==> config.mk <==
export PLATFORM = sky130hd
export DESIGN_NAME = apb_master_arbiter
export DESIGN_NICKNAME = d
export VERILOG_FILES = /design/src/rtl/apb_master_arbiter.sv
export SDC_FILE = /design/constraint.sdc
export NUM_CORES = 1
export LEC_CHECK = 0
export BUFFER_PORTS_ARGS = -buffer_cell sky130_fd_sc_hd__buf_2
export CELL_PAD_IN_SITES_DETAIL_PLACEMENT = 2
export CELL_PAD_IN_SITES_GLOBAL_PLACEMENT = 2
export CORE_MARGIN = 2
export CORE_UTILIZATION = 26
export DETAILED_ROUTE_END_ITERATION = 10
export GPL_ROUTABILITY_DRIVEN = 0
export PLACE_DENSITY = 0.88
export SYNTH_ARGS = -nofsm -noshare
export SYNTH_HDL_FRONTEND = slang
export SYNTH_SLANG_ARGS = --single-unit
==> constraint.sdc <==
create_clock -name Pclk -period 4.5 [get_ports Pclk]
set_clock_uncertainty 0.1 [all_clocks]
set_input_delay 0.225 -clock Pclk [delete_from_list [all_inputs] [get_ports Pclk]]
set_output_delay 0.225 -clock Pclk [all_outputs]
set_load 0.02 [all_outputs]
==> src/rtl/apb_master_arbiter.sv <==
// apb_master_arbiter
//   Round-robin arbiter that shares one APB master port between two
//   requesters. Each granted transfer goes through IDLE -> SETUP -> ACCESS.
//   The slave select comes from the top address bit. A transfer whose
//   ACCESS phase waits TIMEOUT cycles without Pready is aborted and
//   reported with err.
//
// Ports
//   Pclk, Prst                 clock, synchronous active-high reset
//   reqN/addrN/writeN/wdataN   requester N transfer (N = 0, 1); req held until done[N]
//   gnt[1:0]                   one-hot owner, high from SETUP through ACCESS
//   done[1:0]                  one-cycle completion pulse per requester
//   err                        high with done when the transfer was aborted
//   rdata                      read data of the last successful read
//   Paddr/Pwrite/Pwdata        APB request, stable from SETUP through ACCESS
//   Psel1/Psel2/Penable        APB select (Paddr[AW-1]: 0 -> slave1, 1 -> slave2), access phase
//   Pready/Prdata              muxed slave response, only sampled in ACCESS
module apb_master_arbiter #(
    parameter int DW      = 16,
    parameter int AW      = 3,
    parameter int TIMEOUT = 15
) (
    input  logic          Pclk,
    input  logic          Prst,
    input  logic          req0,
    input  logic [AW-1:0] addr0,
    input  logic          write0,
    input  logic [DW-1:0] wdata0,
    input  logic          req1,
    input  logic [AW-1:0] addr1,
    input  logic          write1,
    input  logic [DW-1:0] wdata1,
    output logic [1:0]    gnt,
    output logic [1:0]    done,
    output logic          err,
    output logic [DW-1:0] rdata,
    output logic [AW-1:0] Paddr,
    output logic          Pwrite,
    output logic [DW-1:0] Pwdata,
    output logic          Psel1,
    output logic          Psel2,
    output logic          Penable,
    input  logic          Pready,
    input  logic [DW-1:0] Prdata
);

    localparam int CW = $clog2(TIMEOUT + 1);
    // The abort fires on the edge where the wait count would reach TIMEOUT.
    localparam logic [CW-1:0] CNT_LAST = CW'(TIMEOUT - 1);

    typedef enum logic [1:0] {
        IDLE   = 2'd0,
        SETUP  = 2'd1,
        ACCESS = 2'd2
    } state_t;

    state_t          state_q, state_d;
    logic [1:0]      gnt_q, gnt_d;
    logic [1:0]      done_q, done_d;
    logic            err_q, err_d;
    logic [DW-1:0]   rdata_q, rdata_d;
    logic [AW-1:0]   paddr_q, paddr_d;
    logic            pwrite_q, pwrite_d;
    logic [DW-1:0]   pwdata_q, pwdata_d;
    logic            lp_q, lp_d;
    logic [CW-1:0]   cnt_q, cnt_d;

    logic            elig0, elig1, pick1;

    // A requester that just got its done pulse is ignored for that cycle,
    // so a held req only re-arbitrates one cycle later as a new request.
    assign elig0 = req0 & ~done_q[0];
    assign elig1 = req1 & ~done_q[1];
    // Requester 1 wins when it is alone, or on a tie when 0 was granted last.
    assign pick1 = elig1 & (~elig0 | ~lp_q);

    always_ff @(posedge Pclk) begin
        if (Prst) begin
            state_q  <= IDLE;
            gnt_q    <= '0;
            done_q   <= '0;
            err_q    <= 1'b0;
            rdata_q  <= '0;
            paddr_q  <= '0;
            pwrite_q <= 1'b0;
            pwdata_q <= '0;
            lp_q     <= 1'b1;
            cnt_q    <= '0;
        end else begin
            state_q  <= state_d;
            gnt_q    <= gnt_d;
            done_q   <= done_d;
            err_q    <= err_d;
            rdata_q  <= rdata_d;
            paddr_q  <= paddr_d;
            pwrite_q <= pwrite_d;
            pwdata_q <= pwdata_d;
            lp_q     <= lp_d;
            cnt_q    <= cnt_d;
        end
    end

    always_comb begin
        state_d  = state_q;
        gnt_d    = gnt_q;
        done_d   = '0;
        err_d    = 1'b0;
        rdata_d  = rdata_q;
        paddr_d  = paddr_q;
        pwrite_d = pwrite_q;
        pwdata_d = pwdata_q;
        lp_d     = lp_q;
        cnt_d    = cnt_q;

        case (state_q)
            IDLE: begin
                gnt_d = '0;
                if (elig0 | elig1) begin
                    paddr_d  = pick1 ? addr1  : addr0;
                    pwrite_d = pick1 ? write1 : write0;
                    pwdata_d = pick1 ? wdata1 : wdata0;
                    gnt_d    = pick1 ? 2'b10  : 2'b01;
                    lp_d     = pick1;
                    cnt_d    = '0;
                    state_d  = SETUP;
                end
            end
            SETUP: begin
                state_d = ACCESS;
            end
            ACCESS: begin
                if (Pready) begin
                    state_d = IDLE;
                    gnt_d   = '0;
                    done_d  = gnt_q;
                    if (!pwrite_q) begin
                        rdata_d = Prdata;
                    end
                end else if (cnt_q == CNT_LAST) begin
                    state_d = IDLE;
                    gnt_d   = '0;
                    done_d  = gnt_q;
                    err_d   = 1'b1;
                end else begin
                    cnt_d = cnt_q + CW'(1);
                end
            end
            default: begin
                state_d = IDLE;
                gnt_d   = '0;
            end
        endcase
    end

    assign gnt     = gnt_q;
    assign done    = done_q;
    assign err     = err_q;
    assign rdata   = rdata_q;
    assign Paddr   = paddr_q;
    assign Pwrite  = pwrite_q;
    assign Pwdata  = pwdata_q;
    assign Psel1   = (state_q != IDLE) & ~paddr_q[AW-1];
    assign Psel2   = (state_q != IDLE) &  paddr_q[AW-1];
    assign Penable = (state_q == ACCESS);

endmodule
==> metrics.md, run 1 <==
| Metric | Value |
|---|---|
| Distinct cells, synth | 33 |
| Slew Limit Headroom | 60.9% |
| Register area | 961 um2 |
| LEAKAGE | 1.20 nW |
| Root buffer cell | clkbuf_8 |
| CP max stage delay | about 600 ps |
| #FFs+latches synth | 48 |
| Overall global routing resource usage | 15.2% |
| Met1 wire length | around 2.3 mm |
| Avg Cell Area, Syn | 9.47 um2 |
| Seq/Total Area, Yosys | 50.5% |
| PortBufs | 104 |
| R2R Path Start | state_q[1] |
| Vias in the first global route | approximately 2000 |
| Fill cells | between 800 and 900 |
| Worst Hold Class | primary input to flip-flop |
| Critical path's slowest cell | and3b_1 |
| Slew Viols, Final | 0 |
| Post-Syn Instances | 201 |
| Peak VDD IR | 0.124 mV |
| Largest fanout on the critical path | 16 |
| Final-stage net count | between 300 and 400 |
| Chip Width | 89.6 um |
| Pwr Density | 361 nW/um2 |
| Met2 wire len | 3.11 mm |
| Clk buf depth | 2 |
| Met3 Wirelength | 502 um |
| I/O pin cnt | roughly 110 |
| Setup violators final | 0 |
| Worst-skew pair later-pin latency | 290 ps |
| Die height | 89.6 um |
| Min Hold Slack | 49.7 ps |
| Setup Buffers After CTS | 0 |
| Site Rows | 31 |
| Core Util, Final | 35.9% |
| DRC viols | 0 |
| Setup TNS | 0 ps |
| Arr. time, crit path | approximately 2100 ps |
| WHS Path Cells | 2 |
| GR Overflow Total | 0 |
| First-pass GRT wire length | around 9.5 mm |
| Vias post-DR | 1866 |
| Synth warn | 0 |
| Area occupied by multi-input gates | 850 um2 |
| Unrepaired setup endpoints after global routing | false |
| Vias/cell | 4.68 |
| Placed wire-length estimate | roughly 4.6 mm |
| Area Overhead vs Synth | 35.4% |
| Worst setup EP type | flip-flop |
| Hold_sp | wdata1[5] |
| Inserted Diodes | 0 |
| Core ar. | around 7200 um2 |
| Clock period minus worst slack | 1930 ps |
| DR top layer | met4 |
| Period utilisation layout | 43.0% |
| Layout cells sized above 1 | 38.7% |
| Post-cts resize count | 0 |
| Critical-path cell list | nor2b_1 -> and3b_1 -> nand2_1 -> a21oi_1 |
| DR WL/cell | approximately 15 um |
| CTS tree | yes |
| Post-synthesis net count | roughly 260 |
| Final Hold Vio Count | 0 |
| FF-to-FF End | rdata[14] |
| Reg clk slew, reported paths | 80 ps |
| Status | finished, final reports clean |
| EDFF count, synth | 0 |
| FF-to-FF path depth | 4 |
| Initial DRC Count | just under 60 |
| Max-Cap Viols | 0 |
| CTS H-Tree Depth | 2 |
| CTS Buf Count | 5 |
| WL final | 5.95 mm |
| CP Launch Type | flip-flop |
| Mapped cell area | between 1500 and 2000 um2 |
| Initial antenna violation count | 0 |
| Largest net degree at the start of global routing | 31 |
| Hold Path Sink | Pwdata[5] |
| Post-synth top flop | dfxtp_1 |
| Worst reg-to-reg setup slack | 2570 ps |
| CTS sink count | 48 |
| Detailed Routing Iterations Pass 1 | 3 |
| Commonest non-fill, non-tap cell in the layout | buf_2 |
| F_max | 517 MHz |
| Antenna-violating nets left | 0 |
| Ys async rst share | 0% |
| Most frequent cells in the layout | buf_2, dfxtp_1, nand2_1 |
| Starting Density | 26.5% |
| CP Class | flip-flop to flip-flop |
| Pwr Total | 0.930 mW |
| Worst-margin pin slew | just under 600 ps |
| Die area | 8020 um2 |
| CTS Hold Buffers Added | 0 |
| CP required | 4620 ps |
power breakdown:
| group | internal, mW | total [mW] | switching [mW] | leakage (nW) |
|---|---|---|---|---|
| sequential | 0.453 | 0.472 | 0.0194 | 0.392 |
| combinational | 0.0690 | 0.162 | 0.0934 | 0.753 |
| clock | 0.160 | 0.295 | 0.135 | 0.0501 |
| total | 0.682 | 0.930 | 0.248 | 1.20 |
registers in the layout (all words and copies together), names as in the netlist:
register / cells
Paddr: 3
Pwdata: 16
Pwrite: 1
cnt_q: 4
done: 2
err: 1
gnt: 2
lp_q: 1
rdata: 16
state_q: 2
critical path, delay by kind of cell (launching register included):
kind,cells,cell delay (ps)
compound gates,1,150
flops,1,430
simple gates,3,1180
cell type report:
cell class / count / share of cell area, %
repair buffers: 106 / 20.8
clock inverters: 1 / 1.17
inverters: 2 / 0.291
flip-flops and latches: 48 / 37.3
clock buffers: 5 / 2.67
multi-input cells: 138 / 33.0
well taps: 99 / 4.81
kinds of logic after synthesis:
family	after synthesis	share of synthesized area (%)
simple gates	86	23.5
compound gates	50	19.8
flops	48	50.5
buf+inv	15	4.86
fa+ha+maj	2	1.31
worst max-delay path by stage:
stage                from        end  slack (ps)  depth (start not counted)
3_5_place_dp         Prst  Pwdata[9]        2540                          5
2_1_floorplan     done[0]   Paddr[0]        2960                          5
4_1_cts        state_q[1]  rdata[12]        2520                          4
3_3_place_gp   state_q[1]  rdata[12]        2660                          4
6_report       state_q[1]  rdata[14]        2570                          4
5_1_grt        state_q[1]  rdata[13]        2370                          4
routing by layer:
metal	GRT usage, %	up-vias
li1	-	904
met1	16.2	880
met2	28.5	78
met3	4.99	4
met4	3.66	0
met5	0	-
per-stage QoR:
step | cell area (um2) | cells | setup slack, ps
3_3_place_gp | 2480 | 393 | 2660
6_report | 2580 | 399 | 2570
3_5_place_dp | 2480 | 393 | 2540
5_1_grt | 2580 | 399 | 2370
4_1_cts | 2580 | 399 | 2520
2_1_floorplan | 1900 | 201 | 2960
cells in the mapped netlist, drive strengths merged, types with 2 or more instances:
cell / number / share of area [%]
a21oi: 21 / 5.5
a221o: 20 / 11
and2: 20 / 6.6
buf: 9 / 3.7
clkbuf: 4 / 0.79
dfxtp: 48 / 50
ha: 2 / 1.3
inv: 2 / 0.39
nand2: 35 / 7.0
nand2b: 4 / 1.3
nand3: 6 / 1.6
nor2: 7 / 1.4
nor2b: 5 / 1.6
nor3: 3 / 0.79
o21ai: 2 / 0.72
(Power assumes the default switching activity.)
==> inputs of run 2 (changes only) <==
--- a/config.mk
+++ b/config.mk
@@ -9,10 +9,10 @@
 export CELL_PAD_IN_SITES_DETAIL_PLACEMENT = 2
 export CELL_PAD_IN_SITES_GLOBAL_PLACEMENT = 2
 export CORE_MARGIN = 2
-export CORE_UTILIZATION = 26
+export CORE_UTILIZATION = 22
 export DETAILED_ROUTE_END_ITERATION = 10
 export GPL_ROUTABILITY_DRIVEN = 0
-export PLACE_DENSITY = 0.88
+export PLACE_DENSITY = 0.8
 export SYNTH_ARGS = -nofsm -noshare
 export SYNTH_HDL_FRONTEND = slang
 export SYNTH_SLANG_ARGS = --single-unit
==> constraint.sdc (replaced) <==
create_clock -name Pclk -period 1.75 [get_ports Pclk]
set_clock_uncertainty 0.1 [all_clocks]
set_input_delay 0.0875 -clock Pclk [delete_from_list [all_inputs] [get_ports Pclk]]
set_output_delay 0.0875 -clock Pclk [all_outputs]
set_load 0.02 [all_outputs]
==> run 2 against run 1 <==
  * Sequential share of layout area shrank 7.7 points
  * Worst hold slack worse by 21 ps
  * Routed wire length increased by 24%
  * Total power rose to 2.9 times the previous value
  * Highest routed layer unchanged
  * Utilization increased by 3.2 points
  * Final area grew 26%
  * Critical endpoint is now Pwdata[15]
==> metrics.md, run 2 (synthesized netlist as in run 1, its figures left out) <==
| Metric | Value |
|---|---|
| LEAKAGE | 1.48 nW (was 1.20 nW) |
| Critical-path cell list | nor2b_1 -> a2111o_1 -> nor2_1 -> buf_12 -> a221o_1 (was nor2b_1 -> and3b_1 -> nand2_1 -> a21oi_1) |
| CP Class | flip-flop to flip-flop (unchanged) |
| Core ar. | 8300 um2 (was 7180 um2) |
| Detailed Routing Iterations Pass 1 | 4 (was 3) |
| Placed wire-length estimate | 4.73 mm (was 4.63 mm) |
| FF-to-FF End | Pwdata[15] (was rdata[14]) |
| Hold Path Sink | Paddr[1] (was Pwdata[5]) |
| Worst Hold Class | primary input to flip-flop (unchanged) |
| Sw power | 0.721 mW (was 0.248 mW) |
| Root buffer cell | clkbuf_8 (unchanged) |
| Period utilisation layout | 94.9% (was 43.0%) |
| Final-stage net count | 428 (was 364) |
| First-pass GRT wire length | 12.6 mm (was 9.48 mm) |
| I/O pin cnt | 105 (unchanged) |
| Clock network power share | 33.5% (was 31.7%) |
| Buffers and inverters on the worst path | 1 (was 0) |
| Worst reg-to-reg setup slack | 90 ps (was 2570 ps) |
| Hold_sp | addr0[1] (was wdata1[5]) |
| Chip Width | 97.0 um (was 89.6 um) |
| Clock period minus worst slack | 1660 ps (was 1930 ps) |
| DRC viols | 0 (unchanged) |
| GR Overflow Total | 0 (unchanged) |
| Die height | 97.0 um (was 89.6 um) |
| F_max | 602 MHz (was 517 MHz) |
| Overall global routing resource usage | 16.4% (was 15.2%) |
| CTS tree | yes (unchanged) |
| P_int | 1.95 mW (was 0.682 mW) |
| Initial DRC Count | 44 (was 59) |
| CP Launch Type | flip-flop (unchanged) |
| Fin cells | 471 (was 399) |
| Setup TNS | 0 ps (unchanged) |
| CTS sink count | 48 (unchanged) |
| Clk buf depth | 2 (unchanged) |
| CP max stage delay | 360 ps (was 610 ps) |
| Reg clk slew, reported paths | 90 ps (was 80 ps) |
| Arr. time, crit path | 1750 ps (was 2050 ps) |
| Sw Ratio | 27.0% (was 26.7%) |
| Placed cell count | 408 (was 393) |
| Vias/cell | 4.54 (was 4.68) |
| Site Rows | 33 (was 31) |
| Vias post-DR | 2138 (was 1866) |
| PortBufs | 104 (unchanged) |
| CP delay by family, top | compound AO/OA/AOI/OAI gates (was simple AND/OR/NAND/NOR gates) |
| Starting Density | 22.9% (was 26.5%) |
| FF-to-FF path depth | 5 (was 4) |
| Logic pwr share | 20.9% (was 17.5%) |
| Antenna-violating nets left | 0 (unchanged) |
| Max-Cap Viols | 0 (unchanged) |
| Inserted Diodes | 0 (unchanged) |
| CTS Buf Count | 5 (unchanged) |
| Initial antenna violation count | 0 (unchanged) |
| Die area | 9410 um2 (was 8020 um2) |
| Setup violators final | 0 (unchanged) |
| Seq pwr share | 45.6% (was 50.8%) |
| Unrepaired setup endpoints after global routing | false (unchanged) |
| Vias in the first global route | 2524 (was 2014) |
| Pwr Density | 823 nW/um2 (was 361 nW/um2) |
| Min Hold Slack | 28.6 ps (was 49.7 ps) |
| Area Overhead vs Synth | 70.3% (was 35.4%) |
| DR WL/cell | 15.7 um (was 14.9 um) |
| Slew Viols, Final | 0 (unchanged) |
| Layout cells sized above 1 | 35.0% (was 38.7%) |
| R2R Path Start | done[0] (was state_q[1]) |
| Worst-skew pair later-pin latency | 300 ps (was 290 ps) |
| Largest net degree at the start of global routing | 22 (was 31) |
| Worst-margin pin slew | 382 ps (was 587 ps) |
| Final Hold Vio Count | 0 (unchanged) |
| CTS H-Tree Depth | 2 (unchanged) |
| WL final | 7.40 mm (was 5.95 mm) |
| Most frequent cells in the layout | buf_2, dlygate4sd3_1, dfxtp_1 (was buf_2, dfxtp_1, nand2_1) |
| Largest fanout on the critical path | 20 (was 16) |
| Status | finished, final reports clean (unchanged) |
| Worst setup EP type | flip-flop (unchanged) |
| Peak VDD IR | 0.322 mV (was 0.124 mV) |
| CP required | 1840 ps (was 4620 ps) |
| Critical path's slowest cell | a221o_1 (was and3b_1) |
| Commonest non-fill, non-tap cell in the layout | buf_2 (unchanged) |
| WHS Path Cells | 3 (was 2) |
| Slew Limit Headroom | 74.3% (was 60.9%) |
[run 2: cell count changes in the layout (fill, tap and decap cells not counted)]
cell           change
dlygate4sd3_1     +55
o211a_2            +1
buf_12             +1
o211a_1            -1
buf_4              +8
clkbuf_8           +2
[run 2: metrics by stage]
stage	util (%)	area, um2	worst slack, ps	total power [mW]
3_5_place_dp	30.9	2560	3.93	1.70
6_report	39.1	3240	89.4	2.67
4_1_cts	39.1	3240	63.8	2.70
3_3_place_gp	30.9	2560	93.6	1.68
2_1_floorplan	-	1900	212	1.49
5_1_grt	39.1	3240	0.395	2.81
[run 2: layer usage]
metal / GRT usage (%) / part of all wire (%)
met1: 18.0 / 41
met5: 0 / 0
met3: 3.97 / 6.2
met4: 3.25 / 0.59
met2: 31.7 / 52
[run 2: final cells by class]
type,instances,area (um2)
fill,925,5060
timing repair buffer,170,1170
sequential,48,961
multi-input combinational,138,850
tap,105,131
clock buffer,7,96.3
clock inverter,1,30.0
inverter,2,7.51
[run 2: worst max-delay path by stage]
stage / start / endpoint / slack (ps) / depth (start not counted)
global placement: done[1] / Pwdata[13] / 90 / 4
CTS: done[0] / Paddr[1] / 60 / 5
detailed placement: state_q[0] / Paddr[1] / 4 / 4
finish: done[0] / Pwdata[15] / 90 / 5
global route: state_q[0] / Paddr[0] / 0.4 / 5
floorplan: done[0] / Paddr[0] / 210 / 5
[run 2: timing repair]
action / in CTS / in global routing
resized for setup: 1 / 0
endpoints found under the hold margin: 36 / 0
hold buffers: 55 / 0
setup buffers: 0 / 0
setup endpoints to repair: 3 / 0
[run 2: worst register-to-register path, delay by kind of cell (launching register included)]
family	cells	cell delay [ps]
compound gates	2	620
buf+inv	1	160
flops	1	320
simple gates	2	360
[run 2: power groups by stage]
stage / clock network [mW] / registers (mW) / logic [mW]
2_1_floorplan: 0 / 1.31 / 0.178
3_3_place_gp: 0 / 1.24 / 0.442
3_5_place_dp: 0 / 1.24 / 0.458
4_1_cts: 0.927 / 1.22 / 0.554
5_1_grt: 0.974 / 1.23 / 0.612
6_report: 0.895 / 1.22 / 0.558
==> inputs of run 3 (changes only) <==
--- a/config.mk
+++ b/config.mk
@@ -5,14 +5,15 @@
 export SDC_FILE = /design/constraint.sdc
 export NUM_CORES = 1
 export LEC_CHECK = 0
+export ABC_AREA = 1
 export BUFFER_PORTS_ARGS = -buffer_cell sky130_fd_sc_hd__buf_2
 export CELL_PAD_IN_SITES_DETAIL_PLACEMENT = 2
 export CELL_PAD_IN_SITES_GLOBAL_PLACEMENT = 2
 export CORE_MARGIN = 2
-export CORE_UTILIZATION = 22
+export CORE_UTILIZATION = 20
 export DETAILED_ROUTE_END_ITERATION = 10
 export GPL_ROUTABILITY_DRIVEN = 0
-export PLACE_DENSITY = 0.8
+export PLACE_DENSITY = 0.78
 export SYNTH_ARGS = -nofsm -noshare
 export SYNTH_HDL_FRONTEND = slang
 export SYNTH_SLANG_ARGS = --single-unit
==> run 3 against run 2 <==
  * Worst hold slack lost 20 ps
  * Sequential share of layout area grew 1.8 points
  * Clock power shrank 7.2%
  * Routed wire length grew 3.5%
  * Non-clock buffer count shrank 38
  * Via count grew 14%
  * Maximum frequency grew 6.8%
  * Global-route usage shrank 2.5 points
  * Synthesized cell count grew 52%
  * Utilization shrank 9.2 points
  * Sequential power is essentially flat
==> metrics.md, run 3 <==
| Metric | Value |
|---|---|
| Detailed Routing Iterations Pass 1 | 4 (unchanged) |
| Die area | 11300 um2 (was 9410 um2) |
| Initial DRC Count | 55 (was 44) |
| CP Class | flip-flop to flip-flop (unchanged) |
| Most frequent cells in the layout | buf_2, nand2_1, nor2_1 (was buf_2, dlygate4sd3_1, dfxtp_1) |
| Reg clk slew, reported paths | 100 ps (was 90 ps) |
| Unrepaired setup endpoints after global routing | false (unchanged) |
| DR WL/cell | 13.5 um (was 15.7 um) |
| Slew Viols, Final | 0 (unchanged) |
| CP required | 1850 ps (was 1840 ps) |
| Site Rows | 37 (was 33) |
| CTS H-Tree Depth | 2 (unchanged) |
| Inserted Diodes | 0 (unchanged) |
| Cell Area, Placed | 2780 um2 (was 2560 um2) |
| Setup Buffers After CTS | 0 (unchanged) |
| Setup violators final | 0 (unchanged) |
| Overall global routing resource usage | 13.9% (was 16.4%) |
| Top-count cell post-synth | nand2_1 (was dfxtp_1) |
| GR Overflow Total | 0 (unchanged) |
| Largest net degree at the start of global routing | 24 (was 22) |
| Status | finished, final reports clean (unchanged) |
| Min Hold Slack | 9.06 ps (was 28.6 ps) |
| Chip Width | 106 um (was 97.0 um) |
| CP Launch Type | flip-flop (unchanged) |
| Post-synth top flop | dfxtp_1 (unchanged) |
| Fill cells | 1260 (was 925) |
| Post-synthesis net count | 369 (was 264) |
| Worst setup EP type | flip-flop (unchanged) |
| CTS sink count | 48 (unchanged) |
| Synth warn | 0 (unchanged) |
| Peak VDD IR | 0.339 mV (was 0.322 mV) |
| Commonest non-fill, non-tap cell in the layout | buf_2 (unchanged) |
| Mapped cell area | 2090 um2 (was 1900 um2) |
| DRC viols | 0 (unchanged) |
| Core ar. | 10200 um2 (was 8300 um2) |
| Root buffer cell | clkbuf_8 (unchanged) |
| Worst-margin pin slew | 506 ps (was 382 ps) |
| Ys async rst share | 0% (unchanged) |
| Worst-skew pair later-pin latency | 310 ps (was 300 ps) |
| Ranking of synthesized cells by area | dfxtp_1, nand2_1, nor2_1, nand3_1, o21ai_0 (was dfxtp_1, a221o_1, nand2_1, and2_1, a21oi_1) |
| Starting Density | 20.4% (was 22.9%) |
| Largest fanout on the critical path | 6 (was 20) |
| Clk buf depth | 2 (unchanged) |
| Final Hold Vio Count | 0 (unchanged) |
| Seq/Total Area, Yosys | 46.1% (was 50.5%) |
| Avg Cell Area, Syn | 6.82 um2 (was 9.47 um2) |
| Placed wire-length estimate | 5.64 mm (was 4.73 mm) |
| EDFF count, synth | 0 (unchanged) |
| Synth top area share | 46.1% (was 50.5%) |
| Yosys top cell by area | dfxtp_1 (unchanged) |
| Max-Cap Viols | 0 (unchanged) |
| Final-stage net count | 492 (was 428) |
| Slew Limit Headroom | 66.3% (was 74.3%) |
| Setup TNS | 0 ps (unchanged) |
| Placed cell count | 541 (was 408) |
| Antenna-violating nets left | 0 (unchanged) |
| Pwr Density | 875 nW/um2 (was 823 nW/um2) |
| LEAKAGE | 1.58 nW (was 1.48 nW) |
| Post-Syn Instances | 306 (was 201) |
| First-pass GRT wire length | 12.6 mm (about the same) |
| WL final | 7.66 mm (was 7.40 mm) |
| Distinct cells, synth | 18 (was 33) |
| CTS Buf Count | 5 (unchanged) |
| Clock period minus worst slack | 1560 ps (was 1660 ps) |
| Synth cell count leaders | nand2_1, nor2_1, dfxtp_1, nand3_1, o21ai_0 (was dfxtp_1, nand2_1, a21oi_1, a221o_1, and2_1) |
| Worst Hold Class | primary input to flip-flop (unchanged) |
| Layout cells sized above 1 | 29.5% (was 35.0%) |
| F_max | 643 MHz (was 602 MHz) |
| Arr. time, crit path | 1650 ps (was 1750 ps) |
| Post-cts resize count | 0 (was 1) |
| PortBufs | 104 (unchanged) |
| Placement Setup Slack | 211 ps (was 3.93 ps) |
| Vias post-DR | 2428 (was 2138) |
| Fin cells | 566 (was 471) |
| Final Instance Area | 3060 um2 (was 3240 um2) |
| Period utilisation layout | 88.9% (was 94.9%) |
| Final worst-path setup slack | 195 ps (was 89.4 ps) |
| CTS tree | yes (unchanged) |
| Initial antenna violation count | 0 (unchanged) |
| #FFs+latches synth | 48 (unchanged) |
| Die height | 106 um (was 97.0 um) |
| Vias/cell | 4.29 (was 4.54) |
| Vias in the first global route | 2590 (was 2524) |
| I/O pin cnt | 105 (unchanged) |
| Area Overhead vs Synth | 46.6% (was 70.3%) |
-- run 3: cell types whose count changed in the layout (fill, tap and decap cells not counted), sizes merged, moves of 14 or more --
cell | previous run | this run
nand2 | 35 | 98
nor2 | 7 | 52
dlygate4sd3 | 55 | 17
nand3 | 6 | 27
a221o | 20 | 0
o21ai | 2 | 22
and2 | 20 | 1
inv | 2 | 16
-- run 3: report_power, final --
group,internal (mW),switching (mW)
clock,0.424,0.407
combinational,0.241,0.378
sequential,1.17,0.0515
total,1.84,0.836
-- run 3: cells by family (layout without fill, tap and decap cells) --
group	count (synthesis)	in the layout	share of synthesized area [%]
AND/OR/NAND/NOR	180	180	35.1
flip-flops	48	48	46.1
AO/OA/AOI/OAI	43	43	10.3
XOR/XNOR	1	1	0.420
buffers and inverters	32	156	6.90
adder cells (fa/ha/maj)	2	2	1.20
-- run 3: metal layers --
layer	global-route usage [%]	wire length [um]
met1	16.9	3400
met4	3.67	127
met2	24.9	3790
met5	0	0
met3	2.82	344
-- run 3: critical path: stages, from the launching register on --
cell and delay [ps]:
dfxtp_1 420, inv_1 70, ha_1 190, nand3_1 120, nand3_1 120, nand2_1 190
inv_1 90, nor2_1 100, nor2_1 60
-- run 3: path summary, 6_finish.rpt --
path	start	endpoint	slack (ps)	depth (start not counted)
setup reg to reg	cnt_q[0]	cnt_q[1]	190	8
hold / removal	wdata0[10]	Pwdata[10]	9	5
hold reg to reg	Pwdata[13]	Pwdata[13]	370	2
setup / recovery	cnt_q[0]	cnt_q[1]	190	8
-- run 3: through the flow --
step | power (mW) | utilization [%]
5_1_grt | 2.85 | 29.9
3_3_place_gp | 1.83 | 27.1
6_report | 2.67 | 29.9
3_5_place_dp | 1.85 | 27.1
4_1_cts | 2.72 | 29.9
2_1_floorplan | 1.60 | -
-- run 3: layout make-up --
| type | count | area (um2) | area share [%] |
|---|---|---|---|
| flip-flops and latches | 48 | 961 | 31.4 |
| multi-input cells | 226 | 981 | 32.1 |
| repair buffers | 132 | 773 | 25.3 |
| inverters | 16 | 60.1 | 1.96 |
| well taps | 136 | 170 | 5.57 |
| clock buffers | 5 | 68.8 | 2.25 |
| clock inverters | 3 | 42.5 | 1.39 |
-- run 3: what timing repair did --
action	CTS	global route
hold buffers	17	0
setup endpoints to repair	0	0
hold endpoints to repair	17	0
